`config.mk`:
```
export PLATFORM = sky130hd
export DESIGN_NAME = mod_mips_multicycle
export DESIGN_NICKNAME = d
export VERILOG_FILES = /design/src/rtl/mod_mips_multicycle_pkg.sv /design/src/rtl/mod_mips_multicycle_regfile.sv /design/src/rtl/mod_mips_multicycle.sv
export SDC_FILE = /design/constraint.sdc
export NUM_CORES = 2
export LEC_CHECK = 0
export BUFFER_PORTS_ARGS = -buffer_cell sky130_fd_sc_hd__buf_2
export CAP_MARGIN = 20
export CELL_PAD_IN_SITES_DETAIL_PLACEMENT = 1
export CELL_PAD_IN_SITES_GLOBAL_PLACEMENT = 2
export CORE_AREA = 3 3 522 524
export CTS_CLUSTER_DIAMETER = 50
export DETAILED_ROUTE_END_ITERATION = 10
export DIE_AREA = 0 0 525 527
export PLACE_DENSITY = 0.65
export SLEW_MARGIN = 20
export SYNTH_ARGS = -nofsm -noshare
export SYNTH_HDL_FRONTEND = slang
export SYNTH_HIERARCHICAL = 1
export SYNTH_SLANG_ARGS = --single-unit
export TNS_END_PERCENT = 30
```
`constraint.sdc`:
```
create_clock -name clk -period 4.74 [get_ports clk]
set_input_delay 0.237 -clock clk [delete_from_list [all_inputs] [get_ports clk]]
set_output_delay 0.237 -clock clk [all_outputs]
set_load 0.01 [all_outputs]
```
`src/rtl/mod_mips_multicycle_pkg.sv`:
```
// Shared definitions for the multicycle MIPS core: opcodes, functs, FSM states,
// error codes and ALU operations, plus small decode/ALU helpers.
package mod_mips_multicycle_pkg;

  localparam logic [5:0] OP_RTYPE = 6'h00;
  localparam logic [5:0] OP_J     = 6'h02;
  localparam logic [5:0] OP_BEQ   = 6'h04;
  localparam logic [5:0] OP_ADDI  = 6'h08;
  localparam logic [5:0] OP_LW    = 6'h23;
  localparam logic [5:0] OP_SW    = 6'h2B;

  localparam logic [5:0] FN_ADD = 6'h20;
  localparam logic [5:0] FN_SUB = 6'h22;
  localparam logic [5:0] FN_AND = 6'h24;
  localparam logic [5:0] FN_OR  = 6'h25;
  localparam logic [5:0] FN_SLT = 6'h2A;

  typedef enum logic [2:0] {
    ST_FETCH,
    ST_DECODE,
    ST_EXEC,
    ST_MEM,
    ST_WB,
    ST_HALT
  } state_e;

  typedef enum logic [1:0] {
    ERR_NONE     = 2'b00,
    ERR_ILLEGAL  = 2'b01,
    ERR_INSTR_TO = 2'b10,
    ERR_DATA_TO  = 2'b11
  } err_e;

  typedef enum logic [2:0] {
    ALU_ADD,
    ALU_SUB,
    ALU_AND,
    ALU_OR,
    ALU_SLT
  } alu_op_e;

  function automatic logic is_legal(input logic [5:0] opcode, input logic [5:0] funct);
    logic ok;
    ok = 1'b0;
    case (opcode)
      OP_RTYPE: ok = (funct == FN_ADD) || (funct == FN_SUB) || (funct == FN_AND) ||
                     (funct == FN_OR)  || (funct == FN_SLT);
      OP_J, OP_BEQ, OP_ADDI, OP_LW, OP_SW: ok = 1'b1;
      default: ok = 1'b0;
    endcase
    return ok;
  endfunction

  function automatic alu_op_e alu_op_for(input logic [5:0] opcode, input logic [5:0] funct);
    alu_op_e op;
    op = ALU_ADD;
    if (opcode == OP_RTYPE) begin
      case (funct)
        FN_SUB:  op = ALU_SUB;
        FN_AND:  op = ALU_AND;
        FN_OR:   op = ALU_OR;
        FN_SLT:  op = ALU_SLT;
        default: op = ALU_ADD;
      endcase
    end else if (opcode == OP_BEQ) begin
      op = ALU_SUB;
    end
    return op;
  endfunction

  function automatic logic [31:0] alu_compute(input alu_op_e op, input logic [31:0] a,
                                              input logic [31:0] b);
    logic [31:0] r;
    case (op)
      ALU_ADD: r = a + b;
      ALU_SUB: r = a - b;
      ALU_AND: r = a & b;
      ALU_OR:  r = a | b;
      ALU_SLT: r = {31'd0, $signed(a) < $signed(b)};
      default: r = '0;
    endcase
    return r;
  endfunction

endpackage

```
`src/rtl/mod_mips_multicycle_regfile.sv`:
```
// 32x32 register file: two combinational read ports, one synchronous write port.
// Register 0 is hard-wired to zero on both read and write.
module mod_regfile_2r1w
  import mod_mips_multicycle_pkg::*;
(
  input  logic        clk,
  input  logic        reset,
  input  logic [4:0]  raddr_a,
  output logic [31:0] rdata_a,
  input  logic [4:0]  raddr_b,
  output logic [31:0] rdata_b,
  input  logic        we,
  input  logic [4:0]  waddr,
  input  logic [31:0] wdata
);

  logic [31:0] regs_q [32];
  logic [31:0] regs_d [32];

  always_comb begin
    regs_d = regs_q;
    if (we && (waddr != 5'd0)) begin
      regs_d[waddr] = wdata;
    end
  end

  always_ff @(posedge clk) begin
    if (reset) begin
      regs_q <= '{default: '0};
    end else begin
      regs_q <= regs_d;
    end
  end

  assign rdata_a = (raddr_a == 5'd0) ? 32'd0 : regs_q[raddr_a];
  assign rdata_b = (raddr_b == 5'd0) ? 32'd0 : regs_q[raddr_b];

endmodule

```
`src/rtl/mod_mips_multicycle.sv`:
```
// Multicycle MIPS subset core (FETCH/DECODE/EXEC/MEM/WB) with request/valid
// memory handshakes, a shared wait timeout and a sticky HALT on error.
module mod_mips_multicycle
  import mod_mips_multicycle_pkg::*;
#(
  parameter logic [31:0] RESET_PC    = 32'h0000_0000,
  parameter int          MEM_TIMEOUT = 255,
  parameter int          TO_W        = 8
) (
  input  logic        clk,
  input  logic        reset,
  output logic        instr_req,
  output logic [31:0] instr_addr,
  input  logic [31:0] instr_rdata,
  input  logic        instr_valid,
  output logic        data_req,
  output logic        data_we,
  output logic [31:0] data_addr,
  output logic [31:0] data_wdata,
  input  logic [31:0] data_rdata,
  input  logic        data_valid,
  output logic [31:0] pc,
  output logic        halted,
  output logic [1:0]  err_code
);

  state_e            state_q, state_d;
  err_e              err_q, err_d;
  logic [31:0]       pc_q, pc_d;
  logic [31:0]       ir_q, ir_d;
  logic [31:0]       a_q, a_d;
  logic [31:0]       b_q, b_d;
  logic [31:0]       alu_out_q, alu_out_d;
  logic [31:0]       mdr_q, mdr_d;
  logic [TO_W-1:0]   to_cnt_q, to_cnt_d;

  logic [5:0]  opcode, funct;
  logic [4:0]  rs, rt, rd;
  logic [31:0] imm_sext, alu_b;
  logic [31:0] rf_rdata_a, rf_rdata_b, rf_wdata;
  logic [4:0]  rf_waddr;
  logic        rf_we;
  logic [TO_W-1:0] to_cnt_inc;
  logic        to_expired;

  assign opcode   = ir_q[31:26];
  assign rs       = ir_q[25:21];
  assign rt       = ir_q[20:16];
  assign rd       = ir_q[15:11];
  assign funct    = ir_q[5:0];
  assign imm_sext = {{16{ir_q[15]}}, ir_q[15:0]};
  assign alu_b    = (opcode == OP_RTYPE) ? b_q : imm_sext;

  // Valid takes priority over expiry, so a response on the last allowed cycle is accepted.
  assign to_cnt_inc = to_cnt_q + 1'b1;
  assign to_expired = (MEM_TIMEOUT != 0) && (to_cnt_inc == TO_W'(MEM_TIMEOUT));

  mod_regfile_2r1w u_regfile (
    .clk     (clk),
    .reset   (reset),
    .raddr_a (rs),
    .rdata_a (rf_rdata_a),
    .raddr_b (rt),
    .rdata_b (rf_rdata_b),
    .we      (rf_we),
    .waddr   (rf_waddr),
    .wdata   (rf_wdata)
  );

  always_comb begin
    state_d   = state_q;
    err_d     = err_q;
    pc_d      = pc_q;
    ir_d      = ir_q;
    a_d       = a_q;
    b_d       = b_q;
    alu_out_d = alu_out_q;
    mdr_d     = mdr_q;
    to_cnt_d  = to_cnt_q;
    rf_we     = 1'b0;
    rf_waddr  = rt;
    rf_wdata  = alu_out_q;

    case (state_q)
      ST_FETCH: begin
        if (instr_valid) begin
          ir_d    = instr_rdata;
          pc_d    = pc_q + 32'd4;
          state_d = ST_DECODE;
        end else if (to_expired) begin
          err_d   = ERR_INSTR_TO;
          state_d = ST_HALT;
        end else begin
          to_cnt_d = to_cnt_inc;
        end
      end
      ST_DECODE: begin
        a_d = rf_rdata_a;
        b_d = rf_rdata_b;
        if (opcode == OP_J) begin
          pc_d     = {pc_q[31:28], ir_q[25:0], 2'b00};
          to_cnt_d = '0;
          state_d  = ST_FETCH;
        end else if (!is_legal(opcode, funct)) begin
          err_d   = ERR_ILLEGAL;
          state_d = ST_HALT;
        end else begin
          state_d = ST_EXEC;
        end
      end
      ST_EXEC: begin
        alu_out_d = alu_compute(alu_op_for(opcode, funct), a_q, alu_b);
        // Branch offset is relative to the already-incremented pc.
        if (opcode == OP_BEQ) begin
          if (a_q == b_q) begin
            pc_d = pc_q + (imm_sext << 2);
          end
          to_cnt_d = '0;
          state_d  = ST_FETCH;
        end else if ((opcode == OP_LW) || (opcode == OP_SW)) begin
          to_cnt_d = '0;
          state_d  = ST_MEM;
        end else begin
          state_d = ST_WB;
        end
      end
      ST_MEM: begin
        if (data_valid) begin
          if (opcode == OP_LW) begin
            mdr_d   = data_rdata;
            state_d = ST_WB;
          end else begin
            to_cnt_d = '0;
            state_d  = ST_FETCH;
          end
        end else if (to_expired) begin
          err_d   = ERR_DATA_TO;
          state_d = ST_HALT;
        end else begin
          to_cnt_d = to_cnt_inc;
        end
      end
      ST_WB: begin
        rf_we = 1'b1;
        if (opcode == OP_RTYPE) begin
          rf_waddr = rd;
        end else if (opcode == OP_LW) begin
          rf_wdata = mdr_q;
        end
        to_cnt_d = '0;
        state_d  = ST_FETCH;
      end
      ST_HALT: begin
        state_d = ST_HALT;
      end
      default: begin
        state_d = ST_HALT;
      end
    endcase
  end

  always_ff @(posedge clk) begin
    if (reset) begin
      state_q   <= ST_FETCH;
      err_q     <= ERR_NONE;
      pc_q      <= RESET_PC;
      ir_q      <= '0;
      a_q       <= '0;
      b_q       <= '0;
      alu_out_q <= '0;
      mdr_q     <= '0;
      to_cnt_q  <= '0;
    end else begin
      state_q   <= state_d;
      err_q     <= err_d;
      pc_q      <= pc_d;
      ir_q      <= ir_d;
      a_q       <= a_d;
      b_q       <= b_d;
      alu_out_q <= alu_out_d;
      mdr_q     <= mdr_d;
      to_cnt_q  <= to_cnt_d;
    end
  end

  // Requests are pure state decodes, held low while reset is asserted.
  assign instr_req  = (state_q == ST_FETCH) && !reset;
  assign instr_addr = pc_q;
  assign data_req   = (state_q == ST_MEM) && !reset;
  assign data_we    = data_req && (opcode == OP_SW);
  assign data_addr  = alu_out_q;
  assign data_wdata = b_q;
  assign pc         = pc_q;
  assign halted     = (state_q == ST_HALT);
  assign err_code   = err_q;

endmodule
```
# Word-level counts from Yosys, hierarchy flattened
# Index checks and enable logic that the tools add are counted.
# op_classes
add_sub_neg	5
order_cmp	5
eq_ne	33
muxes	55
bitwise	6
n_reduce_logical	28
# ops
operator	count
$bwmux 1024	1
$mux 32	14
$bmux 32 s5	2
$demux 32 s5	1
$pmux 32 s5	1
$pmux 32 s3	1
$add 32x32->32	2
$mux 8	7
$eq 6x6->1 const B	7
$pmux 8 s5	1
$add 32x3->32 const B	1
$and 32x32->32	1
$eq 32x32->1	1
$lt 32x32->1	1
$or 32x32->32	1
$sub 32x32->32	1
$mux 3	10
$mux 28	1
$ne 2x2->1 const B	10
$ge 6x6->1 const B	3
$not 5->6	3
$pmux 3 s5	1
$reduce_and 5->1	3
$eq 3x2->1 const B	4
29 further kinds	54
# totals
register_bits	1229
out_inout_bits	134
elab_cells	174

# Depth between registers and ports, before layout
# logic_depth
depth_word	11
mapped_depth	19
mapped_depth_nobuf	16

# By module
# The synthesis kept the hierarchy.
# by_module_without_submodules
module	instances	cells_each	area_each_um2
mod_regfile_2r1w	1	5860	51595.7
mod_mips_multicycle	1	2094	15305.9

# Least setup slack after synthesis
# Ideal clock, no wire load.
# synth_timing
kind	flip-flop to flip-flop
startpoint	reg ir_q[29]
endpoint	reg alu_out_q[31] (netlist: data_addr[31])
setup_time_ps	101
arrival_ps	4573
required_ps	4639
path_slack_ps	66
path_stages_with_launch	18
n_path_buf	4
synth_period_minus_slack_ps	4674
cell_sequence	dfxtp_1 -> clkbuf_1 -> or4_4 -> nor2_1 -> buf_1 -> buf_1 -> mux2_2 -> inv_1 -> ha_1 -> clkbuf_1 -> or4_1 -> a311oi_1 -> or3_1 -> a2111oi_0 -> nor2_1 -> and3b_1 -> o31a_1 -> o41ai_1
# synth_via
elab_chain_cells	6
elab_cells_between_ends	16
cone_classes	add/sub (2); eq/ne (5); mux (5); bitwise (2); reduce/logical (2)
# synth_lines
item	line_no	rtl
start: declaration	mod_mips_multicycle.sv:30	logic [31:0] ir_q, ir_d;
start signal: assignment	mod_mips_multicycle.sv:177	ir_q <= ir_d;
parallel branches: the longest is 5 deep, another holds $sub 32x32->32	n/a	
$pmux 32 s5 *	mod_mips_multicycle_pkg.sv:74	case (op)
end signal: assignment	mod_mips_multicycle.sv:180	alu_out_q <= alu_out_d;
end: declaration	mod_mips_multicycle.sv:33	logic [31:0] alu_out_q, alu_out_d;
# Every way passes the cells marked *. The select of a mux whose other input is x is not followed.
# A chain may end at the register's enable or synchronous reset.

# Worst setup path in the final report
# layout_timing
startpoint	reg ir_q[31]
endpoint	reg alu_out_q[26] (netlist: data_addr[26])
# Same word-level chain as after synthesis.

==> metrics.md <==
| Metric | Value |
|---|---|
| Grt total ovfl | `0` |
| Worst Hold Class | `in -> reg` |
| Peak fanout along the critical path | `12` |
| Seq/Total Area, Yosys | `a little under two fifths` |
| Pin count of the biggest net entering global routing | `~190` |
| Nature of the critical path startpoint | `flop` |
| FF+latch count, synth | `about 1.2k` |
| Final hold vios | `0` |
| Vias in the first global route | `~65k` |
| RSZ-0062 raised after global routing | `yes` |
| Worst Path Required | `~5.5 ns` |
| Most common cell in the synthesized netlist | `nand2_1` |
| Ys flop type | `dfxtp_1` |
| Crit path kind | `reg -> reg` |
| Pwr dens | `~400 nW/um^2` |
| Synth Area in XOR/XNOR | `roughly 1.1%` |
| Max Transition Viols Final | `0` |
| Critical path capture point type | `flop` |
| Skew-Pair Late Insertion Delay | `0.88 ns` |
| Slew Limit Headroom | `5.25%` |
| Clk sinks | `1227` |
| Synthesized-area fraction occupied by adder cells | `2.48%` |
| Final core occ | `between 30% and 40%` |
| Final Net Count | `8257` |
| YS warnings | `6` |
| Post-DRT Antenna Nets | `0` |
| Post-DR vias/cell | `5.46` |
| Post-synth ARST share | `0%` |
| I/O pins | `between 200 and 250` |
| HPWL Detailed | `about 230000 um` |
| Site Rows | `190` |
| Fmax | `roughly 220 MHz` |
| Tot Pwr | `about 0.032 W` |
| Die area | `between 200000 and 300000 um^2` |
| CTS tree | `built` |
| Post-layout minimum cycle time | `approximately 4.6 ns` |
| Post-synth EDFFs | `0` |
| Die span in y | `around 530 um` |
| CTS max path bufs | `3` |
| IO Port Bufs | `197` |
| H-tree Lvls | `4` |
| Data arrival, critical path | `~5.3 ns` |
| Final setup fails | `0` |
| Post-Syn Area | `66900 um^2` |
| Synth top cells by count | `nand2_1 (2404), a21oi_1 (1258), dfxtp_1 (1227)` |
| Initial DRC count | `just under 6k` |
| Largest family of logic cells by synthesized area | `multiplexers` |
| Mean Syn Cell Area | `~8.4 um^2` |
| Peak supply drop | `354 uV` |
| Drt total wl | `around 350000 um` |
| Largest area contributor in the netlist | `dfxtp_1` |
| Slew @ Worst Pin | `between 1 and 1.5 ns` |
| Mux contribution to synthesized area | `19.1%` |
| Clock slew at reported path FFs | `~0.060 ns` |
| Initial antenna violation count | `25` |
| Status | `complete, no violations` |
| Drt pass-1 iters | `6` |
| Yosys cell types | `81` |
| Clock buffer count from CTS | `around 190` |
| Initial Utilization | `about a quarter` |
| P&R area growth vs syn | `20.6%` |
| Drt wl/cell | `around 30 um` |
| Gr usage total | `between 20 and 25%` |
| Synth top area share | `between 30% and 40%` |
| Final Skew | `0.0596 ns` |
| Simple-gate share of the synthesized area | `between 10% and 20%` |
| Drt drc | `0` |
| Compound-gate portion of the synthesized area | `17.2%` |
| Period Utilization, post-route | `97.6%` |
| Die X-Extent | `525 um` |
| Synth Instances | `between 7k and 8k` |
| Gpl congestion | `0.938` |
| Vias | `around 64k` |
| First-pass GRT wire length | `487000 um` |
| LEAKAGE | `around 27 nW` |
| CORE AREA | `approximately 270000 um^2` |
| Largest cells by area after synthesis | `dfxtp_1 (37%), mux4_2 (15%), nand2_1 (13%)` |
| Max_cap viols | `0` |
| Layout cells sized above 1 | `roughly a fifth` |
| CTS root buf | `clkbuf_16` |
-- cell families (layout without fill, tap and decap cells) --
| logic type | count (synthesis) | in the layout |
|---|---|---|
| adders and majority gates | 131 | 131 |
| AOI/OAI and AO/OA | 1992 | 1992 |
| and+or+nand+nor | 2915 | 2915 |
| DFF | 1227 | 1227 |
| xor gates and xnor gates | 82 | 82 |
| buffers and inverters | 903 | 1164 |
| other | 1 | 12 |
| muxes | 703 | 703 |
-- stage by stage --
step,cell area [um^2],setup WS [ns],setup TNS (ns),std cells,hold WS [ns]
after floorplan,66900,0.0656,0,7957,0.373
after global placement,72700,-0.303,-0.415,11300,0.440
after detailed placement,72700,-0.191,-0.255,11300,0.447
after CTS,80500,0.0187,0,11800,0.103
after global routing,80600,-0.0561,-0.0561,11800,0.177
final,80700,0.116,0,11800,0.194
-- registers in the layout, summed over array words and instances, names as in the netlist --
| name | cells |
|---|---|
| u_regfile/regs_q | 1024 |
| a_q | 32 |
| data_addr | 32 |
| data_wdata | 32 |
| ir_q | 32 |
| mdr_q | 32 |
| instr_addr | 30 |
| to_cnt_q | 8 |
| state_q | 3 |
| err_code | 2 |
-- critical path: stages (launching register included) --
cell      delay [ns]
dfxtp_1         0.31
or4_4           0.58
nor2_4          0.17
buf_12          0.12
buf_4           0.13
buf_4           0.19
nor2b_2         0.12
a21o_1          0.19
inv_1           0.08
ha_1            0.36
a211oi_1        0.33
nor2_1          0.12
o31ai_1         0.30
a21oi_1         0.16
o41ai_2         0.39
buf_4           0.20
mux2i_1         0.19
a221oi_1        0.09
or3_1           0.34
o41ai_1         0.07
-- metal layers --
metal | wire length [um] | share of wire, % | GRT usage [%]
met1 | 144000 | 42 | 30.4
met2 | 156000 | 45 | 38.4
met3 | 23900 | 6.9 | 4.69
met4 | 21000 | 6.1 | 13.1
met5 | 59 | 0.017 | 0
-- report_power, final --
group / switching (W) / total, W / internal [W]
registers: 0.000410 / 0.0109 / 0.0105
logic: 0.00450 / 0.00660 / 0.00209
clock network: 0.00576 / 0.0148 / 0.00899
total: 0.0107 / 0.0322 / 0.0216
-- placed cells by master (no fill, tap or decap), drive strengths merged, types with 9 or more instances in the layout --
cell type / Yosys / routed
ha: 128 / 128
mux2i: 141 / 141
o21bai: 14 / 14
clkinv: 0 / 46
a211oi: 95 / 95
a21o: 51 / 51
dlygate4sd3: 0 / 110
o31ai: 12 / 12
nor4: 15 / 15
inv: 118 / 134
nor2b: 118 / 118
a311oi: 80 / 80
mux2: 114 / 114
a31oi: 22 / 22
nor3: 37 / 37
o2111ai: 16 / 16
nand3: 26 / 26
buf: 213 / 588
or3: 15 / 15
nand4: 13 / 13
o21ai: 233 / 233
xor2: 43 / 43
clkbuf: 572 / 247
o211ai: 12 / 12
mux4: 448 / 448
nand2b: 26 / 26
dfxtp: 1227 / 1227
and3: 24 / 24
clkinvlp: 0 / 19
a221oi: 57 / 57
a22oi: 72 / 72
or2: 9 / 9
nor2: 169 / 169
and2: 13 / 13
nand2: 2405 / 2405
xnor2: 39 / 39
bufinv: 0 / 20
a21oi: 1259 / 1259
-- final timing paths --
path                            cells after the start  slack [ns]      startpoint       endpoint
worst max-delay path                               19        0.12        ir_q[31]  data_addr[26]
worst min register to register                      2        0.45       mdr_q[17]      mdr_q[17]
worst max register to register                     19        0.12        ir_q[31]  data_addr[26]
worst min-delay path                                4        0.19  data_rdata[13]      mdr_q[13]
-- final cells by class --
class,instances,area [um^2]
clock inverters,101,1400
clock buffers,247,5250
diodes,8,20.0
multi-input cells,5827,39000
fillers,31100,187000
repair buffers,698,5510
well taps,3552,4440
inverters,118,445
flip-flops and latches,1227,24600
-- repair_timing --
item                       CTS  global route
setup endpoints to repair    2             6
buffers inserted             3             1
hold buffers               110             0
pin swaps                    2             4
hold endpoints to repair    98             0
resized for setup            4            17
(Power assumes the default switching activity.)
